`src/rtl/hazard_stall_unit_pkg.sv`:
```
// Shared pipeline definitions for the hazard/stall controller.
// Holds the controller state encoding, the default mult/div latency and the register-zero constant.
package hazard_stall_unit_pkg;

   typedef enum logic {
      RUN  = 1'b0,
      WAIT = 1'b1
   } hz_state_e;

   localparam int unsigned MULDIV_CYCLES_DEF = 4;
   localparam logic [4:0]  REG_ZERO          = 5'd0;

endpackage

```
`src/rtl/hazard_stall_unit_if.sv`:
```
// EX-stage hazard fields in, stage write/flush controls out.
// The pipeline side uses the master modport; the hazard unit uses the slave modport.
interface hazard_stall_unit_if #(
   parameter int unsigned STALL_CNT_W = 16
);
   logic [4:0]             ID_Rs;
   logic [4:0]             ID_Rt;
   logic                   ID_UsesRt;
   logic                   EX_MemRead;
   logic [4:0]             EX_DestReg;
   logic                   EX_IsMulDiv;
   logic                   EX_BranchTaken;
   logic                   Stall_Clr;
   logic                   PC_Write;
   logic                   IFID_Write;
   logic                   IFID_Flush;
   logic                   IDEX_Write;
   logic                   IDEX_Flush;
   logic                   EXMEM_Bubble;
   logic                   MulDiv_Busy;
   logic [STALL_CNT_W-1:0] Stall_Cycles;

   modport master (
      output ID_Rs, ID_Rt, ID_UsesRt, EX_MemRead, EX_DestReg,
             EX_IsMulDiv, EX_BranchTaken, Stall_Clr,
      input  PC_Write, IFID_Write, IFID_Flush, IDEX_Write, IDEX_Flush,
             EXMEM_Bubble, MulDiv_Busy, Stall_Cycles
   );

   modport slave (
      input  ID_Rs, ID_Rt, ID_UsesRt, EX_MemRead, EX_DestReg,
             EX_IsMulDiv, EX_BranchTaken, Stall_Clr,
      output PC_Write, IFID_Write, IFID_Flush, IDEX_Write, IDEX_Flush,
             EXMEM_Bubble, MulDiv_Busy, Stall_Cycles
   );
endinterface

```
`src/rtl/sat_counter.sv`:
```
// Parameterized-width up counter that saturates at all-ones.
// A synchronous clear takes priority over the increment.
module sat_counter #(
   parameter int unsigned W = 16
) (
   input  logic         clk,
   input  logic         rst_n,
   input  logic         clr,
   input  logic         inc,
   output logic [W-1:0] count
);

   always_ff @(posedge clk or negedge rst_n) begin
      if (!rst_n)
         count <= '0;
      else if (clr)
         count <= '0;
      else if (inc && (count != '1))
         count <= count + W'(1);
   end

endmodule

```
`src/rtl/hazard_stall_unit.sv`:
```
// Pipeline hazard controller: load-use stall, taken-branch flush and mult/div EX occupancy.
// Also keeps a saturating count of cycles in which the PC was held.
module hazard_stall_unit
   import hazard_stall_unit_pkg::*;
#(
   parameter int unsigned MULDIV_CYCLES = MULDIV_CYCLES_DEF,
   parameter int unsigned STALL_CNT_W   = 16
) (
   input logic                Clk,
   input logic                Rst_n,
   hazard_stall_unit_if.slave hz
);

   localparam logic [3:0] CNT_LOAD = 4'(MULDIV_CYCLES - 1);

   hz_state_e  state_q, state_d;
   logic [3:0] cnt_q, cnt_d;
   logic       pc_we, ifid_we, ifid_fl, idex_we, idex_fl, exmem_bub;
   logic       load_use;

   assign load_use = hz.EX_MemRead && (hz.EX_DestReg != REG_ZERO) &&
                     ((hz.EX_DestReg == hz.ID_Rs) ||
                      (hz.ID_UsesRt && (hz.EX_DestReg == hz.ID_Rt)));

   always_ff @(posedge Clk or negedge Rst_n) begin
      if (!Rst_n) begin
         state_q <= RUN;
         cnt_q   <= '0;
      end else begin
         state_q <= state_d;
         cnt_q   <= cnt_d;
      end
   end

   always_comb begin
      state_d   = state_q;
      cnt_d     = cnt_q;
      pc_we     = 1'b1;
      ifid_we   = 1'b1;
      idex_we   = 1'b1;
      ifid_fl   = 1'b0;
      idex_fl   = 1'b0;
      exmem_bub = 1'b0;
      unique case (state_q)
         RUN: begin
            if (hz.EX_IsMulDiv) begin
               pc_we     = 1'b0;
               ifid_we   = 1'b0;
               idex_we   = 1'b0;
               exmem_bub = 1'b1;
               cnt_d     = CNT_LOAD;
               state_d   = WAIT;
            end else if (hz.EX_BranchTaken) begin
               ifid_fl = 1'b1;
               idex_fl = 1'b1;
            end else if (load_use) begin
               pc_we   = 1'b0;
               ifid_we = 1'b0;
               idex_fl = 1'b1;
            end
         end
         WAIT: begin
            // EX still holds the mult/div, so branch and load-use inputs are irrelevant here
            if (cnt_q != 4'd1) begin
               pc_we     = 1'b0;
               ifid_we   = 1'b0;
               idex_we   = 1'b0;
               exmem_bub = 1'b1;
               cnt_d     = cnt_q - 4'd1;
            end else begin
               state_d = RUN;
               cnt_d   = '0;
            end
         end
         default: begin
            state_d = RUN;
            cnt_d   = '0;
         end
      endcase
      if (!Rst_n) begin
         pc_we     = 1'b0;
         ifid_we   = 1'b0;
         idex_we   = 1'b0;
         ifid_fl   = 1'b1;
         idex_fl   = 1'b1;
         exmem_bub = 1'b1;
      end
   end

   assign hz.PC_Write     = pc_we;
   assign hz.IFID_Write   = ifid_we;
   assign hz.IFID_Flush   = ifid_fl;
   assign hz.IDEX_Write   = idex_we;
   assign hz.IDEX_Flush   = idex_fl;
   assign hz.EXMEM_Bubble = exmem_bub;
   assign hz.MulDiv_Busy  = (state_q == WAIT) && Rst_n;

   sat_counter #(
      .W(STALL_CNT_W)
   ) u_stall_cnt (
      .clk   (Clk),
      .rst_n (Rst_n),
      .clr   (hz.Stall_Clr),
      .inc   (!pc_we),
      .count (hz.Stall_Cycles)
   );

endmodule

```
`src/flat_wrapper.sv`:
```
// flat-port wrapper written by rule: the top's interface ports become plain ports
module hazard_stall_unit_flat import hazard_stall_unit_pkg::*;
#(
   parameter int unsigned MULDIV_CYCLES = MULDIV_CYCLES_DEF,
   parameter int unsigned STALL_CNT_W   = 16
)
  (Clk, Rst_n, hz_ID_Rs, hz_ID_Rt, hz_ID_UsesRt, hz_EX_MemRead, hz_EX_DestReg, hz_EX_IsMulDiv, hz_EX_BranchTaken, hz_Stall_Clr, hz_PC_Write, hz_IFID_Write, hz_IFID_Flush, hz_IDEX_Write, hz_IDEX_Flush, hz_EXMEM_Bubble, hz_MulDiv_Busy, hz_Stall_Cycles);
  hazard_stall_unit_if #(.STALL_CNT_W(STALL_CNT_W)) hz_i ();
  input logic Clk;
  input logic Rst_n;
  input wire logic [$bits(hz_i.ID_Rs)-1:0] hz_ID_Rs;
  input wire logic [$bits(hz_i.ID_Rt)-1:0] hz_ID_Rt;
  input wire logic [$bits(hz_i.ID_UsesRt)-1:0] hz_ID_UsesRt;
  input wire logic [$bits(hz_i.EX_MemRead)-1:0] hz_EX_MemRead;
  input wire logic [$bits(hz_i.EX_DestReg)-1:0] hz_EX_DestReg;
  input wire logic [$bits(hz_i.EX_IsMulDiv)-1:0] hz_EX_IsMulDiv;
  input wire logic [$bits(hz_i.EX_BranchTaken)-1:0] hz_EX_BranchTaken;
  input wire logic [$bits(hz_i.Stall_Clr)-1:0] hz_Stall_Clr;
  output wire logic [$bits(hz_i.PC_Write)-1:0] hz_PC_Write;
  output wire logic [$bits(hz_i.IFID_Write)-1:0] hz_IFID_Write;
  output wire logic [$bits(hz_i.IFID_Flush)-1:0] hz_IFID_Flush;
  output wire logic [$bits(hz_i.IDEX_Write)-1:0] hz_IDEX_Write;
  output wire logic [$bits(hz_i.IDEX_Flush)-1:0] hz_IDEX_Flush;
  output wire logic [$bits(hz_i.EXMEM_Bubble)-1:0] hz_EXMEM_Bubble;
  output wire logic [$bits(hz_i.MulDiv_Busy)-1:0] hz_MulDiv_Busy;
  output wire logic [$bits(hz_i.Stall_Cycles)-1:0] hz_Stall_Cycles;
  assign hz_i.ID_Rs = hz_ID_Rs;
  assign hz_i.ID_Rt = hz_ID_Rt;
  assign hz_i.ID_UsesRt = hz_ID_UsesRt;
  assign hz_i.EX_MemRead = hz_EX_MemRead;
  assign hz_i.EX_DestReg = hz_EX_DestReg;
  assign hz_i.EX_IsMulDiv = hz_EX_IsMulDiv;
  assign hz_i.EX_BranchTaken = hz_EX_BranchTaken;
  assign hz_i.Stall_Clr = hz_Stall_Clr;
  assign hz_PC_Write = hz_i.PC_Write;
  assign hz_IFID_Write = hz_i.IFID_Write;
  assign hz_IFID_Flush = hz_i.IFID_Flush;
  assign hz_IDEX_Write = hz_i.IDEX_Write;
  assign hz_IDEX_Flush = hz_i.IDEX_Flush;
  assign hz_EXMEM_Bubble = hz_i.EXMEM_Bubble;
  assign hz_MulDiv_Busy = hz_i.MulDiv_Busy;
  assign hz_Stall_Cycles = hz_i.Stall_Cycles;
  hazard_stall_unit #(.MULDIV_CYCLES(MULDIV_CYCLES), .STALL_CNT_W(STALL_CNT_W)) u_core (.Clk(Clk), .Rst_n(Rst_n), .hz(hz_i));
endmodule
```
`config.mk`:
```
export PLATFORM = sky130hd
export DESIGN_NAME = hazard_stall_unit_flat
export DESIGN_NICKNAME = d
export VERILOG_FILES = /design/src/rtl/hazard_stall_unit_pkg.sv /design/src/rtl/hazard_stall_unit_if.sv /design/src/rtl/sat_counter.sv /design/src/rtl/hazard_stall_unit.sv /design/src/flat_wrapper.sv
export SDC_FILE = /design/constraint.sdc
export NUM_CORES = 1
export LEC_CHECK = 0
export CAP_MARGIN = 20
export CELL_PAD_IN_SITES_DETAIL_PLACEMENT = 0
export CELL_PAD_IN_SITES_GLOBAL_PLACEMENT = 2
export CORE_UTILIZATION = 28
export DETAILED_ROUTE_END_ITERATION = 8
export PLACE_DENSITY = 0.94
export SYNTH_ARGS = -nofsm -noshare
export SYNTH_HDL_FRONTEND = slang
export SYNTH_SLANG_ARGS = --single-unit
```
`constraint.sdc`:
```
create_clock -name Clk -period 3.1 [get_ports Clk]
set_input_delay 0.62 -clock Clk [delete_from_list [all_inputs] [get_ports Clk]]
set_output_delay 0.62 -clock Clk [all_outputs]
set_load 0.01 [all_outputs]
```
==> After elaboration in Yosys (flattened, before gate mapping) <==
Index checks and enable logic that the tools add are counted.
{ "word_totals": {"reg_bits": 21, "in_bits": 22, "out_inout_bits": 23, "elab_cells": 47} }
{ "classes": {"add_sub_neg": 2, "n_eq_ne": 5, "n_mux": 27, "bitwise": 1, "n_reduce_logical": 9} }
{ "op_table": {"columns": ["op", "n"], "rows": [
  ["2-to-1 mux 16 bit", 2],
  ["2-to-1 mux 1 bit", 19],
  ["adder 16 x 1 -> 16 bit (second input constant)", 1],
  ["inequality test 16 bit (second input constant)", 1],
  ["equality test 5 bit", 2],
  ["2-to-1 mux 4 bit", 2],
  ["case mux 4 bit (2 select lines)", 1],
  ["case mux 1 bit (2 select lines)", 3],
  ["logical AND 1 bit", 5],
  ["nonzero test 5 bit", 1],
  ["inequality test 4 x 1 -> 1 bit (second input constant)", 1],
  ["subtractor 4 x 1 -> 4 bit (second input constant)", 1],
  ["inequality test 2 bit (second input constant)", 1],
  ["nonzero test 2 bit", 1],
  ["logical NOT 1 bit", 1],
  ["logical OR 1 bit", 1],
  ["NOT 1 bit", 1]
]} }

==> Depth between registers and ports, before layout <==
Gate-level depths: netlist of run 1.
{ "depth": {"word_depth": 13, "ltp_mapped": 12, "ltp_nobuf": 10} }

==> Modules after synthesis <==
A second synthesis of run 1 with hierarchy kept.
{ "hier_totals": {"cells_unflattened": 152, "hier_area_um2": 1391.3} }
{ "modules_own_cells": {"columns": ["module", "n_inst", "cells_each", "area_each_um2", "seq_area_each_um2"], "rows": [
  ["sat_counter", 1, 98, 942.2, 400.4],
  ["hazard_stall_unit", 1, 54, 449.2, 125.1]
]} }

==> Worst setup path after synthesis of run 1 <==
OpenSTA, ideal clock, no wires.
{ "synth_timing": {"path_kind": "input -> output", "start": "in hz_EX_DestReg[0]", "end": "out hz_PC_Write", "arrival_ns": 1.811, "required_ns": 2.480, "slack_ns": 0.669, "path_stages": 5, "path_buffers": 1, "cell_sequence": "or4_1 > o21ai_0 > nor2_1 > a21oi_1 > buf_4"} }
{ "synth_between": {"elab_chain_len": 9, "elab_cells_between_ends": 12, "classes_between": "eq/ne: 2; mux: 5; reduce/logical: 5"} }
{ "synth_lines": {"columns": ["element", "line", "rtl"], "rows": [
  ["start, declared", "flat_wrapper.sv:15", "input wire logic [$bits(hz_i.EX_DestReg)-1:0] hz_EX_DestReg;"],
  ["equality test 5 bit", "hazard_stall_unit.sv:23", "(hz.ID_UsesRt && (hz.EX_DestReg == hz.ID_Rt)));"],
  ["logical AND 1 bit", "hazard_stall_unit.sv:23", null],
  ["logical OR 1 bit", "hazard_stall_unit.sv:22", "((hz.EX_DestReg == hz.ID_Rs) ||"],
  ["logical AND 1 bit *", "hazard_stall_unit.sv:21", "assign load_use = hz.EX_MemRead && (hz.EX_DestReg != REG_ZERO) &&"],
  ["2-to-1 mux 1 bit * (3 in series)", null, null],
  ["case mux 1 bit (2 select lines) *", null, null],
  ["2-to-1 mux 1 bit *", null, null],
  ["end, declared", "flat_wrapper.sv:19", "output wire logic [$bits(hz_i.PC_Write)-1:0] hz_PC_Write;"]
]} }
Every way passes the cells marked *; elsewhere a longest branch is shown, timed or not.

==> Final worst setup path of run 1 <==
{ "layout_timing": {"start": "in hz_EX_DestReg[3]", "end": "out hz_IFID_Write"} }
{ "layout_between": {"elab_chain_len": 9, "elab_cells_between_ends": 12, "classes_between": "eq/ne: 2; mux: 5; reduce/logical: 5"} }
{ "layout_lines": {"columns": ["element", "line", "rtl"], "rows": [
  ["equality test 5 bit", "hazard_stall_unit.sv:23", null],
  ["logical AND 1 bit", "hazard_stall_unit.sv:23", null],
  ["logical OR 1 bit", "hazard_stall_unit.sv:22", null],
  ["logical AND 1 bit *", "hazard_stall_unit.sv:21", null],
  ["2-to-1 mux 1 bit *", "hazard_stall_unit.sv:56", "end else if (load_use) begin"],
  ["2-to-1 mux 1 bit *", "hazard_stall_unit.sv:53", "end else if (hz.EX_BranchTaken) begin"],
  ["2-to-1 mux 1 bit *", "hazard_stall_unit.sv:46", "if (hz.EX_IsMulDiv) begin"],
  ["case mux 1 bit (2 select lines) *", "hazard_stall_unit.sv:44", "unique case (state_q)"],
  ["2-to-1 mux 1 bit *", "hazard_stall_unit.sv:80", "if (!Rst_n) begin"],
  ["end, declared", "flat_wrapper.sv:20", "output wire logic [$bits(hz_i.IFID_Write)-1:0] hz_IFID_Write;"]
]} }
Marks and branches as above.

==> results of run 1 <==
==> registers in the layout (all words and copies together), names as in the netlist <==
register	cells
u_core.cnt_q	4
u_core.state_q	1
u_core.u_stall_cnt.count	16
==> final timing paths <==
check / start / to / slack [ps] / cells after the start
setup / recovery: hz_EX_DestReg[3] / hz_IFID_Write / 150 / 6
max in group asynchronous: Rst_n / u_core.u_stall_cnt.count[14] / 2100 / 2
setup reg to reg: u_core.u_stall_cnt.count[0] / u_core.u_stall_cnt.count[13] / 860 / 8
hold reg to reg: u_core.cnt_q[0] / u_core.cnt_q[0] / 570 / 2
min in group asynchronous: Rst_n / u_core.cnt_q[3] / 710 / 2
hold / removal: u_core.cnt_q[0] / u_core.cnt_q[0] / 570 / 2
==> Yosys cell counts, types with 2 or more instances <==
cell	n
dfrtp_1	21
or3_1	5
nand2_1	10
o21a_1	2
nor2_1	10
buf_4	2
nor3_1	2
buf_6	2
o21ai_0	6
nand3_1	7
o31ai_1	9
or4_1	11
nor2b_1	2
a21o_1	2
clkbuf_1	2
a22o_1	2
ha_1	3
inv_1	8
xor2_1	10
a21oi_1	15
nand4_1	3
==> report_power, final <==
part / leakage (nW) / switching [mW] / internal (mW)
sequential: 0.280 / 0.0460 / 0.316
combinational: 0.460 / 0.162 / 0.182
clock: 0.0228 / 0.0902 / 0.0916
==> worst min-delay path, stage by stage (launching register included) <==
cell,delay [ps]
dfrtp_1,370
o21a_1,130
a21oi_1,40
==> layout make-up <==
| cell class | instances | share of cell area |
|---|---|---|
| Timing Repair Buffer | 57 | 0.278 |
| Sequential cell | 21 | 0.274 |
| Tap cell | 52 | 0.0339 |
| Clock buffer | 4 | 0.0235 |
| Multi-Input combinational cell | 112 | 0.375 |
| Inverter | 8 | 0.0156 |
==> per-layer routing <==
layer / wire, µm / up-vias / global-route usage / share of wire
li1: - / 652 / - / -
met1: 1650 / 605 / 0.197 / 0.49
met2: 1440 / 38 / 0.229 / 0.42
met3: 244 / 4 / 0.0214 / 0.072
met4: 57 / 0 / 0.0600 / 0.017
met5: 0 / - / 0 / 0
==> cell families (layout without fill, tap and decap cells) <==
kind of cell,Yosys count,after routing,share of synthesized area
compound gates,39,39,0.185
xor+xnor,11,11,0.0728
fa+ha+maj,3,3,0.0284
buf+inv,15,69,0.0595
flops,21,21,0.397
mux,2,2,0.0161
simple gates,57,57,0.241
==> layout by cell type (no fill, tap or decap), drive strengths merged, types with 2 or more instances in the layout <==
cell type and n:
o21ai 6, o31ai 9, nand2 10, xor2 10, clkdlybuf4s50 41, nor2 11, nor3 2, buf 13
nor4 2, a22o 2, dfrtp 21, a21o 2, or3 5, a21oi 15, inv 8, or4 11
nand4 3, o21a 2, clkbuf 4, nor2b 2, nand3 7, ha 3, dlygate4sd2 3
==> through the flow <==
stage / total power, mW / setup TNS, ps / cell area (µm²) / utilization / hold WS, ps
after floorplan: 0.575 / 0 / 1320 / - / 324
after global placement: 0.713 / -321 / 1870 / 0.421 / 549
after detailed placement: 0.717 / -375 / 1870 / 0.421 / 554
after CTS: 0.898 / 0 / 1920 / 0.432 / 573
after global routing: 0.952 / 0 / 1920 / 0.432 / 601
final: 0.888 / 0 / 1920 / 0.432 / 570
==> repair_timing <==
| item | in CTS | in global routing |
|---|---|---|
| endpoints found under the setup margin | 3 | 0 |
| setup buffers | 1 | 0 |
| resized for setup | 3 | 0 |
==> metrics.md, run 1 <==
| Metric | Value |
|---|---|
| Die height | `70.8 µm` |
| Grt ovf | `0` |
| Pre-CTS WS | `-132 ps` |
| Main synth FF type | `dfrtp_1` |
| Layout cell share with drive strength beyond 1 | `0.0941` |
| Vias/cell | `5.11` |
| Share of the synthesized area in the top cell type | `0.397` |
| Failing checks | `design-rule violations` |
| CP max FO | `3` |
| DR pass1 iterations | `6` |
| Top cell type by total area after synthesis | `dfrtp_1` |
| Input/output buffers | `44` |
| EDFF count, synth | `0` |
| Worst setup SP type | `primary input` |
| Peak supply drop | `0.000266 V` |
| Antenna Cells | `0` |
| Seq. cell area | `526 µm²` |
| DIE WIDTH | `70.8 µm` |
| Minimum clock period | `2950 ps` |
| Gr usage total | `0.144` |
| Worst Skew | `5.93 ps` |
| Hold buffers post-CTS | `0` |
| Syn Area/Cell | `8.94 µm²` |
| Slowest CP cell | `or4_1` |
| Worst-Margin Slew | `291 ps` |
| ANT nets after route | `0` |
| RSZ-0062 raised after global routing | `false` |
| DP Wirelength | `2540 µm` |
| Slew Viols, Final | `0` |
| Vias | `1299` |
| Hold violation total from the final report | `0` |
| Clock slew at reported path FFs | `80 ps` |
| TritonCTS buffer count | `3` |
| Root buffer cell | `clkbuf_8` |
| Routability cong. | `0.831` |
| Final Worst Setup Slack | `148 ps` |
| Crit path capture type | `output port` |
| Pin count of the biggest net entering global routing | `19` |
| Fill cell count | `437` |
| Rel. slew slack | `0.804` |
| Nets | `228` |
| Final setup violation count | `0` |
| Required time of the critical path | `2480 ps` |
| Starting Density | `0.298` |
| Area contributors post-synth | `dfrtp_1, xor2_1, or4_1` |
| Post-synthesis sequential area ratio | `0.397` |
| Yosys warns | `0` |
| Clock buffer depth | `2` |
| Area growth from synthesis to layout | `45.0%` |
| Post-route DRC | `14` |
| Max cap viols | `0` |
| Core box area | `4440 µm²` |
| 1st-iter DRT viols | `55` |
| # H-tree levels | `1` |
| Synth Register Bits | `21` |
| Global-route wire length before repair | `5730 µm` |
| Final WL | `3390 µm` |
| Vias in the first global route | `1234` |
| CTS tree | `yes` |
| CP Class | `primary input to output port` |
| Outcome | `finished with violations` |
| Max Fclk | `0.339 GHz` |
| Asr flop ratio synth | `1.00` |
| Hold/Removal Path Class | `flop to flop` |
| Worst skew pair latency | `260 ps` |
| Wire per inst | `13.4 µm` |
| Initial antenna violation count | `0` |
| Non-filler cells, final | `254` |
| Die area | `5010 µm²` |
| Area of the multi-input gates | `719 µm²` |
| Arrival time of the worst setup path | `2330 ps` |
| Leakage power | `0.763 nW` |
| Synth unique cells | `35` |
| Crit-path cells | `clkdlybuf4s50_1 -> or4_1 -> o21ai_0 -> nor2_1 -> a21oi_1 -> dlygate4sd2_1` |
| Inst Count DP | `249` |
| Num rows | `24` |
| Cells after Synth | `148` |
| Final period util | `0.952` |
| CP bufs+invs | `2` |
| # clock sinks | `21` |
| Syn_nets | `173` |
| Post-synthesis cell area | `1320 µm²` |
| Worst path max stage delay | `540 ps` |
| Cell family with most CP delay | `buffers and inverters` |
| PwrDens | `463 nW/µm²` |
| I/O Pins | `45` |
Note: power is estimated with default switching activity, not from simulation.
==> run 2: changes to the inputs <==
--- a/config.mk
+++ b/config.mk
@@ -5,7 +5,7 @@
 export SDC_FILE = /design/constraint.sdc
 export NUM_CORES = 1
 export LEC_CHECK = 0
-export CAP_MARGIN = 20
+export CAP_MARGIN = 0
 export CELL_PAD_IN_SITES_DETAIL_PLACEMENT = 0
 export CELL_PAD_IN_SITES_GLOBAL_PLACEMENT = 2
 export CORE_UTILIZATION = 28
==> results of run 2 <==
Same layout as run 1: the final DEF is identical, and so are final timing and power.
